<file path="src/rtl/rv_lsu_pkg.sv">
// Shared definitions for the load/store controller: RV32I funct3 encodings,
// controller states and request legality helpers.
package rv_lsu_pkg;

  localparam logic [2:0] F3_B  = 3'b000;
  localparam logic [2:0] F3_H  = 3'b001;
  localparam logic [2:0] F3_W  = 3'b010;
  localparam logic [2:0] F3_BU = 3'b100;
  localparam logic [2:0] F3_HU = 3'b101;

  typedef enum logic [2:0] {
    ST_IDLE   = 3'd0,
    ST_LOAD   = 3'd1,
    ST_STORE  = 3'd2,
    ST_RMW_RD = 3'd3,
    ST_RMW_WR = 3'd4,
    ST_RESP   = 3'd5
  } lsu_state_e;

  // Stores have no unsigned variants, so only B/H/W are legal for them.
  function automatic logic f3_legal(input logic we, input logic [2:0] f3);
    logic ok;
    ok = 1'b0;
    case (f3)
      F3_B, F3_H, F3_W: ok = 1'b1;
      F3_BU, F3_HU:     ok = ~we;
      default:          ok = 1'b0;
    endcase
    return ok;
  endfunction

  function automatic logic misaligned(input logic [2:0] f3, input logic [1:0] off);
    logic bad;
    bad = 1'b0;
    case (f3)
      F3_H, F3_HU: bad = off[0];
      F3_W:        bad = |off;
      default:     bad = 1'b0;
    endcase
    return bad;
  endfunction

endpackage

</file>
<file path="src/rtl/lsu_ctrl_if.sv">
// Core-side request/response and memory-side bus of the load/store controller.
// Handshake: a request transfers on a rising edge where req=1 and ready=1; the
// response is the single cycle with done=1 (err and rdata qualified by done).
interface lsu_ctrl_if;
  logic        req;
  logic        req_we;
  logic [2:0]  req_funct3;
  logic [31:0] req_addr;
  logic [31:0] req_wdata;
  logic        ready;
  logic        done;
  logic        err;
  logic [31:0] rdata;
  logic [31:0] mem_A;
  logic [31:0] mem_WD;
  logic        mem_WE;
  logic [31:0] mem_RD;

  modport slave (
    input  req, req_we, req_funct3, req_addr, req_wdata, mem_RD,
    output ready, done, err, rdata, mem_A, mem_WD, mem_WE
  );

  modport master (
    output req, req_we, req_funct3, req_addr, req_wdata, mem_RD,
    input  ready, done, err, rdata, mem_A, mem_WD, mem_WE
  );
endinterface

</file>
<file path="src/rtl/lsu_align.sv">
// Little-endian lane handling: load extraction/extension and sub-word store
// merge into the previously read memory word.
module lsu_align
  import rv_lsu_pkg::*;
(
  input  logic [31:0] ld_word,
  input  logic [1:0]  off,
  input  logic [2:0]  funct3,
  input  logic [31:0] st_wdata,
  output logic [31:0] ld_data,
  output logic [31:0] st_merged
);

  logic [7:0]  b_lane;
  logic [15:0] h_lane;

  always_comb begin
    b_lane = ld_word[{off, 3'b000} +: 8];
    h_lane = off[1] ? ld_word[31:16] : ld_word[15:0];
    case (funct3)
      F3_B:    ld_data = {{24{b_lane[7]}}, b_lane};
      F3_BU:   ld_data = {24'h0, b_lane};
      F3_H:    ld_data = {{16{h_lane[15]}}, h_lane};
      F3_HU:   ld_data = {16'h0, h_lane};
      default: ld_data = ld_word;
    endcase
  end

  always_comb begin
    st_merged = ld_word;
    case (funct3)
      F3_B: st_merged[{off, 3'b000} +: 8] = st_wdata[7:0];
      F3_H: begin
        if (off[1]) st_merged[31:16] = st_wdata[15:0];
        else        st_merged[15:0]  = st_wdata[15:0];
      end
      default: st_merged = st_wdata;
    endcase
  end

endmodule

</file>
<file path="src/rtl/lsu_ctrl.sv">
// Load/store controller in front of a word-wide data memory. Sub-word stores
// are done as read-modify-write since the memory only writes whole words.
module lsu_ctrl
  import rv_lsu_pkg::*;
#(
  parameter int unsigned MEM_WORDS = 1024
) (
  input  logic        clk,
  input  logic        reset,
  lsu_ctrl_if.slave   bus,
  output lsu_state_e  dbg_state
);

  lsu_state_e  state_q, state_d;
  logic        we_q, we_d;
  logic [2:0]  f3_q, f3_d;
  logic [31:0] addr_q, addr_d;
  logic [31:0] wdata_q, wdata_d;
  logic        err_q, err_d;
  logic [31:0] rdata_q, rdata_d;
  logic [31:0] merge_q, merge_d;

  logic [31:0] ld_data;
  logic [31:0] st_merged;
  logic        req_bad;

  lsu_align u_align (
    .ld_word   (bus.mem_RD),
    .off       (addr_q[1:0]),
    .funct3    (f3_q),
    .st_wdata  (wdata_q),
    .ld_data   (ld_data),
    .st_merged (st_merged)
  );

  // Checks run on the live request inputs so the verdict is latched with them.
  always_comb begin
    req_bad = ~f3_legal(bus.req_we, bus.req_funct3)
            | misaligned(bus.req_funct3, bus.req_addr[1:0])
            | ({2'b00, bus.req_addr[31:2]} >= 32'(MEM_WORDS));
  end

  always_comb begin
    state_d = state_q;
    we_d    = we_q;
    f3_d    = f3_q;
    addr_d  = addr_q;
    wdata_d = wdata_q;
    err_d   = err_q;
    rdata_d = rdata_q;
    merge_d = merge_q;
    case (state_q)
      ST_IDLE: begin
        if (bus.req) begin
          we_d    = bus.req_we;
          f3_d    = bus.req_funct3;
          addr_d  = bus.req_addr;
          wdata_d = bus.req_wdata;
          err_d   = req_bad;
          if (req_bad)                  state_d = ST_RESP;
          else if (!bus.req_we)         state_d = ST_LOAD;
          else if (bus.req_funct3 == F3_W) state_d = ST_STORE;
          else                          state_d = ST_RMW_RD;
        end
      end
      ST_LOAD: begin
        rdata_d = ld_data;
        state_d = ST_RESP;
      end
      ST_STORE: state_d = ST_RESP;
      ST_RMW_RD: begin
        merge_d = st_merged;
        state_d = ST_RMW_WR;
      end
      ST_RMW_WR: state_d = ST_RESP;
      ST_RESP:   state_d = ST_IDLE;
      default:   state_d = ST_IDLE;
    endcase
  end

  always_ff @(posedge clk or negedge reset) begin
    if (!reset) begin
      state_q <= ST_IDLE;
      we_q    <= 1'b0;
      f3_q    <= 3'b000;
      addr_q  <= 32'h0;
      wdata_q <= 32'h0;
      err_q   <= 1'b0;
      rdata_q <= 32'h0;
      merge_q <= 32'h0;
    end else begin
      state_q <= state_d;
      we_q    <= we_d;
      f3_q    <= f3_d;
      addr_q  <= addr_d;
      wdata_q <= wdata_d;
      err_q   <= err_d;
      rdata_q <= rdata_d;
      merge_q <= merge_d;
    end
  end

  // Write enable comes straight from state so a reset drops it at once.
  assign bus.mem_WE = (state_q == ST_STORE) || (state_q == ST_RMW_WR);
  assign bus.mem_WD = (state_q == ST_STORE)  ? wdata_q :
                      (state_q == ST_RMW_WR) ? merge_q : 32'h0;
  assign bus.mem_A  = (state_q == ST_IDLE) ? 32'h0 : {2'b00, addr_q[31:2]};
  assign bus.ready  = (state_q == ST_IDLE);
  assign bus.done   = (state_q == ST_RESP);
  assign bus.err    = (state_q == ST_RESP) && err_q;
  assign bus.rdata  = rdata_q;
  assign dbg_state  = state_q;

  logic unused_we;
  assign unused_we = we_q;

endmodule

</file>
<file path="src/flat_wrapper.sv">
// flat-port wrapper written by rule: the top's interface ports become plain ports
module lsu_ctrl_flat import rv_lsu_pkg::*;
#(
  parameter int unsigned MEM_WORDS = 1024
)
  (clk, reset, dbg_state, bus_req, bus_req_we, bus_req_funct3, bus_req_addr, bus_req_wdata, bus_mem_RD, bus_ready, bus_done, bus_err, bus_rdata, bus_mem_A, bus_mem_WD, bus_mem_WE);
  lsu_ctrl_if bus_i ();
  input  logic clk;
  input  logic reset;
  output lsu_state_e dbg_state;
  input wire logic [$bits(bus_i.req)-1:0] bus_req;
  input wire logic [$bits(bus_i.req_we)-1:0] bus_req_we;
  input wire logic [$bits(bus_i.req_funct3)-1:0] bus_req_funct3;
  input wire logic [$bits(bus_i.req_addr)-1:0] bus_req_addr;
  input wire logic [$bits(bus_i.req_wdata)-1:0] bus_req_wdata;
  input wire logic [$bits(bus_i.mem_RD)-1:0] bus_mem_RD;
  output wire logic [$bits(bus_i.ready)-1:0] bus_ready;
  output wire logic [$bits(bus_i.done)-1:0] bus_done;
  output wire logic [$bits(bus_i.err)-1:0] bus_err;
  output wire logic [$bits(bus_i.rdata)-1:0] bus_rdata;
  output wire logic [$bits(bus_i.mem_A)-1:0] bus_mem_A;
  output wire logic [$bits(bus_i.mem_WD)-1:0] bus_mem_WD;
  output wire logic [$bits(bus_i.mem_WE)-1:0] bus_mem_WE;
  assign bus_i.req = bus_req;
  assign bus_i.req_we = bus_req_we;
  assign bus_i.req_funct3 = bus_req_funct3;
  assign bus_i.req_addr = bus_req_addr;
  assign bus_i.req_wdata = bus_req_wdata;
  assign bus_i.mem_RD = bus_mem_RD;
  assign bus_ready = bus_i.ready;
  assign bus_done = bus_i.done;
  assign bus_err = bus_i.err;
  assign bus_rdata = bus_i.rdata;
  assign bus_mem_A = bus_i.mem_A;
  assign bus_mem_WD = bus_i.mem_WD;
  assign bus_mem_WE = bus_i.mem_WE;
  lsu_ctrl #(.MEM_WORDS(MEM_WORDS)) u_core (.clk(clk), .reset(reset), .bus(bus_i), .dbg_state(dbg_state));
endmodule
</file>
<file path="config.mk">
export PLATFORM = sky130hd
export DESIGN_NAME = lsu_ctrl_flat
export DESIGN_NICKNAME = d
export VERILOG_FILES = /design/src/rtl/rv_lsu_pkg.sv /design/src/rtl/lsu_ctrl_if.sv /design/src/rtl/lsu_align.sv /design/src/rtl/lsu_ctrl.sv /design/src/flat_wrapper.sv
export SDC_FILE = /design/constraint.sdc
export NUM_CORES = 1
export LEC_CHECK = 0
export BUFFER_PORTS_ARGS = -buffer_cell sky130_fd_sc_hd__buf_2
export CORE_ASPECT_RATIO = 1.2
export CORE_MARGIN = 2
export CORE_UTILIZATION = 53
export CTS_CLUSTER_SIZE = 14
export DETAILED_ROUTE_END_ITERATION = 16
export MAX_ROUTING_LAYER = met4
export PLACE_DENSITY = 0.82
export SYNTH_ARGS = -nofsm -noshare
export SYNTH_HDL_FRONTEND = slang
export SYNTH_SLANG_ARGS = --single-unit
</file>
<file path="constraint.sdc">
create_clock -name clk -period 2.5 [get_ports clk]
set_input_delay 0 -clock clk [delete_from_list [all_inputs] [get_ports clk]]
set_output_delay 0 -clock clk [all_outputs]
set_load 0.05 [all_outputs]
</file>
-- Word level (Yosys, flattened, before mapping)
Index checks and enable logic that the tools add are counted.
- register bits after elaboration: 135
- input port bits: 103
- word-level logic and storage cells: 56
- add/subtract/negate cells: 1
- order comparisons: 1
- eq/ne operators: 13
- shifts and indexed selects: 3
- multiplexer cells: 16
- bitwise operators: 4
- reductions and logical operators: 11
- operator list (operator ; number):
    case mux 32 bit (4 select lines) ; 1
    2-to-1 mux 32 bit ; 2
    case mux 32 bit (2 select lines) ; 1
    2-to-1 mux 16 bit ; 3
    bitwise mux 32 bit ; 1
    variable shift 8 x 7 -> 32 bit (first input constant) ; 1
    variable part select 32 x 6 -> 8 bit ; 1
    variable part select 8 x 7 -> 32 bit ; 1
    greater-or-equal comparator 30 x 11 -> 1 bit (second input constant) ; 1
    2-to-1 mux 30 bit ; 1
    equality test 3 bit (second input constant) ; 6
    equality test 3 x 1 -> 1 bit (second input constant) ; 3
    equality test 3 x 2 -> 1 bit (second input constant) ; 3
    zero test 3 bit ; 3
    2-to-1 mux 3 bit ; 3
    case mux 3 bit (3 select lines) ; 1
    negation 5 -> 7 bit ; 1
    OR reduction 2 bit ; 3
    OR reduction 3 bit ; 2
    case mux 1 bit (2 select lines) ; 2
    inequality test 2 bit (second input constant) ; 1
    inverter 1 bit ; 2
    bitwise OR 1 bit ; 2
    AND reduction 2 bit ; 1
    3 further kinds ; 3

-- Logic depth before layout (Yosys ltp)
Gate-level depths: netlist (run 1).
- word-level depth: 9
- gate-level depth with buffers: 8

-- By module
From an unflattened synthesis (run 1), not the netlist that was laid out.
- cells, all modules: 668
- area, all modules: 7742.4 sq um
- by module, submodules not included (module ; times used ; cells each ; area an instance (sq um) ; seq. area each (sq um)):
    lsu_ctrl ; 1 ; 395 ; 6053.3 ; 3378.2
    lsu_align ; 1 ; 273 ; 1689.1 ; 0.0

-- Least setup slack after synthesis (run 1)
No wires, ideal clock.
- path type: register to register
- start point: reg u_core.addr_q[1]
- end point: reg u_core.merge_q[21]
- setup time: 77 ps
- arrival: 2146 ps
- path slack: 277 ps
- cell stages (with the launch flop): 9
- path buffers: 2
- period minus slack after synthesis: 2223 ps
- path through: dfrtp_1 -> buf_2 -> clkinv_1 -> ha_1 -> nor4bb_1 -> clkbuf_1 -> a221oi_1 -> a211o_1 -> a21oi_1
- word-level cells in the longest chain between the ends: 4
- ends and longest elaborated chain (what ; line ; RTL):
    from (decl) ; lsu_ctrl.sv:17 ; logic [31:0] addr_q, addr_d;
    from (signal assigned) ; lsu_ctrl.sv:95 ; addr_q <= addr_d;
    negation 5 -> 7 bit ; lsu_align.sv:32 ; F3_B: st_merged[{off, 3'b000} +: 8] = st_wdata[7:0];
    variable part select 8 x 7 -> 32 bit or variable shift 8 x 7 -> 32 bit (tied branches) ; lsu_align.sv:32 ;
    bitwise mux 32 bit ; lsu_align.sv:32 ;
    case mux 32 bit (2 select lines) * ; lsu_align.sv:31 ; case (funct3)
    to (signal assigned) ; lsu_ctrl.sv:99 ; merge_q <= merge_d;
    to (decl) ; lsu_ctrl.sv:21 ; logic [31:0] merge_q, merge_d;
Every way passes the cells marked *; elsewhere a longest branch is shown, timed or not.
A chain may end at the register's enable or synchronous reset.

-- Worst setup path after layout (run 1)
- start point: reg u_core.addr_q[1]
- end point: reg u_core.merge_q[25]
The elaborated chain is that of the path after synthesis.

==> results of run 1 <==
[stage by stage]
step           setup slack, ps  total power [mW]  hold WS [ps]  instances
2_1_floorplan            277.0             9.347        -295.6        664
3_3_place_gp             413.8             10.99         114.2        997
3_5_place_dp             280.5             11.13         121.7        997
4_1_cts                  256.4             14.05         7.517       1128
5_1_grt                  51.51             14.84         37.69       1128
6_report                 171.6             14.21         26.45       1129
[what timing repair did]
item / 4_1_cts / 5_1_grt
hold buffers: 99 / 0
endpoints found under the hold margin: 158 / 0
endpoints found under the setup margin: 0 / 1
gates resized for setup: 0 / 1
[path summary, 6_finish.rpt]
check / endpoint / slack (ps) / cells after the start
max: u_core.merge_q[25]$_DFFE_PN0P_ / 170 / 8
min reg2reg: u_core.merge_q[28]$_DFFE_PN0P_ / 480 / 2
max in group asynchronous: u_core.bus.rdata[10]$_DFFE_PN0N_ / 1550 / 3
min in group asynchronous: u_core.addr_q[3]$_DFFE_PN0P_ / 170 / 2
max reg2reg: u_core.merge_q[25]$_DFFE_PN0P_ / 170 / 8
min: u_core.bus.rdata[9]$_DFFE_PN0N_ / 30 / 4
[kinds of logic after synthesis]
kind of cell	count (synthesis)	synth area share, %
adders and majority gates	5	0.8691
and+or+nand+nor	165	12.08
AOI/OAI and AO/OA	191	19.45
buffers and inverters	72	4.815
other	1	0.05210
DFF	135	46.93
muxes	94	15.80
[cells in the final DEF (no fill, tap or decap), types with 7 or more instances in the layout]
cell / netlist / layout
mux4_2: 8 / 8
o21a_1: 8 / 8
a22o_1: 47 / 47
a222oi_1: 18 / 18
mux2_2: 77 / 77
buf_4: 12 / 25
o21ai_0: 32 / 32
dfrtp_1: 135 / 135
nand2_1: 52 / 52
a22oi_1: 12 / 12
nand3b_1: 9 / 9
inv_1: 7 / 7
buf_2: 12 / 202
nor2_1: 35 / 35
a21oi_1: 34 / 34
nor2b_1: 31 / 31
mux2i_1: 9 / 9
clkbuf_16: 0 / 17
dlygate4sd3_1: 0 / 99
[final cells by class]
type | count | area [sq um]
Sequential cell | 135 | 3378
Timing Repair Buffer | 328 | 2230
Fill cell | 855 | 3207
Antenna cell | 1 | 2.502
Inverter | 8 | 30.03
Clock buffer | 25 | 515.5
Clock inverter | 7 | 137.6
Tap cell | 168 | 210.2
Multi-Input combinational cell | 457 | 3527
[routing by layer]
layer | share of wire, % | track usage [%] | wire length (um)
met3 | 8.7 | 7.341 | 2087
met1 | 36 | 41.29 | 8690
met5 | 0 | - | 0
met4 | 4.4 | 16.88 | 1061
met2 | 50 | 56.13 | 12070
[state kept, by name, summed over array words and instances, names as in the netlist]
signal            count
u_core.addr_q        32
u_core.bus.rdata     32
u_core.merge_q       32
u_core.wdata_q       32
u_core.dbg_state      3
u_core.f3_q           3
u_core.err_q          1
[power breakdown]
part / internal (mW) / switching, mW
Combinational: 2.50 / 5.04
Sequential: 3.03 / 0.884
Clock: 1.83 / 0.921
[worst register-to-register path, delay by kind of cell, from the launching register on]
kind | cells | cell delay, ps
AO/OA/AOI/OAI | 3 | 470
adder cells (fa/ha/maj) | 1 | 220
AND/OR/NAND/NOR | 1 | 380
flip-flops | 1 | 490
buffers and inverters | 3 | 700
==> metrics.cfg, run 1 <==
[critical_path]
cp_common_cell = buf_4
setup.worst_path.start = u_core.addr_q[1]$_DFFE_PN0P_
end_kind = flip-flop
cp_top_family = buffers and inverters
critPathMaxFanout = 8
critPathMaxStageDelay_ps = 490
startpoint_type = flip-flop
cpMaxStageDelayCell = dfrtp_1
worst_ep_required_time_ps = 2860
crit_type = reg -> reg
reg2reg_from = u_core.addr_q[1]$_DFFE_PN0P_
path_cells = clkinv_1, buf_4, ha_1, nor4bb_1, buf_4, a22oi_1, o211ai_1, o21a_1
cp_num_buf_inv = 3
arrival_ps = 2690

[global_routing]
grt_pass1_wl_mm = 37.58
antenna_found_initial = 0
grt_max_degree = 58
first_global_vias = 7267
grt-ovfl-total = 0
grt_use_total_pct = 34.93

[yosys]
syn_inst = 663
yosysTopAreaCell = dfrtp_1
yosysWarnings = 0
synth.most_common_cell = dfrtp_1
synth_common_cells = dfrtp_1, mux2_2, nand2_1
synth_ff_type = dfrtp_1
synth-seq-cells = 135
netlist-cell-type-count = 56
syn_avg_cell_area_sq_um = 10.86
synth-edff-count = 0
synthTopCellsByArea = dfrtp_1, mux2_2, a22o_1
synth.yosys.seq_area_share_pct = 46.93
synth_area_sq_um = 7198
post-synth-top-area-fraction_pct = 46.93
synthArstFlopShare_pct = 100.0

[cts]
path_clk_slew_ps = 50
cts.sinks = 135
cts_setup_buffers = 0
tritoncts = yes
htree_levels = 4
cts_buffers = 17
clockBufferDepth = 2
clockRootBuffer = clkbuf_16
worstSkewPairLatency_ps = 420

[final_layout]
fin_nets = 1055
finalInstanceArea_sq_um = 10030
area_delta_synth_final_pct = 39.35
utilization_pct = 75.78
drive_gt1_share_pct = 37.08

[floorplanning]
ios = 206
die_x_um = 110.4
rows = 46
die_h_um = 131.7
core_sq_um = 13240
initial_utilization_pct = 54.38
die-area_sq_um = 14530

[drt]
initialDrtViolationCount = 844
wl_mm = 23.91
drt_pass1_iterations = 8
detail_route.drc_violations = 0
postRouteAntennaNets = 0
dr_total_vias = 6959
wl_per_cell_um = 21.18
viasPerCell = 6.164

[placement]
place_congestion = 0.9904
hpwl_mm = 15.04
placed_cell_area_sq_um = 8378
port_buffers = 203

[sta]
setup_viol_count_final = 0
timing.final.hold_violations = 0
grt_setup_unrepaired = false
final.setup.tns_ps = 0
timing.final.crit_share_pct = 93.14
max_freq_ghz = 0.4295
final_max_slew_viol_count = 0
finClkSkew_ps = 5.444
tightestPinTransition_ps = 784.9
min_period_ps = 2328
maxSlewHeadroom_pct = 47.67

[min_path]
hold_class = in -> reg
min-delay-start = bus_mem_RD[9]

[power_and_ir_drop]
powerDensity_nw_per_um2 = 1416
p_leak_nw = 4.606
ir_drop_mv = 1.292

[run]
drv_cap = 0

[run_status]
outcome = complete, no violations

(Power assumes the default switching activity.)
==> inputs of run 2 (changes only) <==
- CORE_UTILIZATION: 53 -> 54
- CTS_BUF_LIST: not set -> sky130_fd_sc_hd__clkbuf_8
- PLACE_DENSITY: 0.82 -> 0.84
==> metrics.cfg, run 2 (synthesis gave the netlist of run 1 again) <==
[global_routing]
grt_use_total_pct = 34.92
first_global_vias = 7006
grt_pass1_wl_mm = 36.61
antenna_found_initial = 0
grt-ovfl-total = 0
grt_max_degree = 73

[critical_path]
crit_type = reg -> out
startpoint_type = flip-flop
rr_worst_depth = 7
critPathMaxFanout = 33
arrival_ps = 2180
worst_ep_required_time_ps = 2500
end_kind = output port

[placement]
place_congestion = 0.9419
port_buffers = 203
post-place-cells = 996
hpwl_mm = 14.93

[drt]
initialDrtViolationCount = 981
drt_pass1_iterations = 9
detail_route.drc_violations = 0
wl_mm = 23.59
viasPerCell = 6.130
postRouteAntennaNets = 0
dr_total_vias = 6939
wl_per_cell_um = 20.84

[sta]
maxSlewHeadroom_pct = 56.04
timing.final.crit_share_pct = 87.03
timing.final.hold_violations = 0
finClkSkew_ps = 9.339
min_period_ps = 2176
grt_setup_unrepaired = false
max_freq_ghz = 0.4596
setup_viol_count_final = 0
final_max_slew_viol_count = 0
tightestPinTransition_ps = 659.3
final.setup.tns_ps = 0
worst_hold_slack_ps = 114.2

[floorplanning]
die-area_sq_um = 14270
core_sq_um = 13120
rows = 46
die_h_um = 130.5
initial_utilization_pct = 54.85
die_x_um = 109.4
ios = 206

[cts]
cts-resized-gates = 0
path_clk_slew_ps = 70
cts_buffers = 17
worstSkewPairLatency_ps = 460
clockRootBuffer = clkbuf_8
htree_levels = 4
cts.sinks = 135
tritoncts = yes
clockBufferDepth = 2

[final_layout]
layout_common_cells = buf_2, dfrtp_1, dlygate4sd3_1, mux2_2, nand2_1
fillers = 873
area_delta_synth_final_pct = 36.95
final_common_cell = buf_2
fin_nets = 1059
drive_gt1_share_pct = 36.62
stdcell_count = 1132
antenna_cells = 0

[power_and_ir_drop]
ir_drop_mv = 1.024
powerDensity_nw_per_um2 = 1366
p_leak_nw = 4.537

[run]
drv_cap = 0

[min_path]
hold_class = in -> async

[run_status]
outcome = complete, no violations

==> run 2: changes by cell type in the layout (fill, tap and decap cells not counted), sizes merged <==
| cell | delta |
|---|---|
| diode | -1 |
| inv | +3 |
| clkinv | +1 |
| buf | -1 |
| clkbuf | -4 |
| dlygate4sd3 | +5 |
==> run 2: worst max-delay path, cell delays in order, from the launching register on <==
cell,delay [ps]
dfrtp_1,570
nor3b_2,230
buf_4,370
a22o_1,260
buf_2,280
==> run 2: routing by layer <==
metal  global-route usage, %  vias to the layer above  share of wire [%]
met3                   8.085                       98                8.6
met2                   57.12                      418                 50
met4                   18.69                        0                5.0
li1                        -                     3043                  -
met1                   39.75                     3380                 36
met5                       -                        -                  0
==> run 2: power by group <==
part | switching [mW] | leakage, nW | internal [mW]
sequential | 0.871 | 1.57 | 3.03
combinational | 5.02 | 2.73 | 2.51
clock | 0.856 | 0.235 | 1.18
==> run 2: path summary, 6_finish.rpt <==
| kind | startpoint | endpoint | slack (ps) |
|---|---|---|---|
| setup reg to reg | u_core.addr_q[0]$_DFFE_PN0P_ | u_core.merge_q[21]$_DFFE_PN0P_ | 400 |
| max in group asynchronous | reset | u_core.addr_q[19]$_DFFE_PN0P_ | 1670 |
| hold / removal | reset | u_core.bus.rdata[26]$_DFFE_PN0N_ | 110 |
| setup / recovery | u_core.dbg_state[2]$_DFFE_PN0P_ | bus_mem_WD[13] | 320 |
| min in group clk | bus_req_wdata[29] | u_core.wdata_q[29]$_DFFE_PN0P_ | 310 |
| hold reg to reg | u_core.merge_q[24]$_DFFE_PN0P_ | u_core.merge_q[24]$_DFFE_PN0P_ | 480 |
==> run 2: per-stage QoR <==
step                utilization (%)  total power [mW]  setup WS [ps]  cell area (sq um)
detailed placement            63.82             11.12          414.0               8374
CTS                           75.12             13.32          328.0               9858
floorplan                         -             9.347          277.0               7202
global route                  75.12             14.07          204.4               9858
finish                        75.12             13.46          324.2               9858
global placement              63.82             10.95          504.0               8374
==> run 2: timing repair <==
| action | CTS | global route |
|---|---|---|
| hold buffers | 104 | 0 |
| hold endpoints to repair | 181 | 0 |
| setup buffers | 0 | 0 |
==> run 2: final cells by class <==
| class | instances | area, sq um | share of cell area [%] |
|---|---|---|---|
| well taps | 168 | 210.2 | 2.132 |
| repair buffers | 332 | 2276 | 23.09 |
| multi-input cells | 457 | 3521 | 35.72 |
| inverters | 8 | 30.03 | 0.3046 |
| clock inverters | 11 | 153.9 | 1.561 |
| flip-flops and latches | 135 | 3378 | 34.27 |
| clock buffers | 21 | 289.0 | 2.932 |
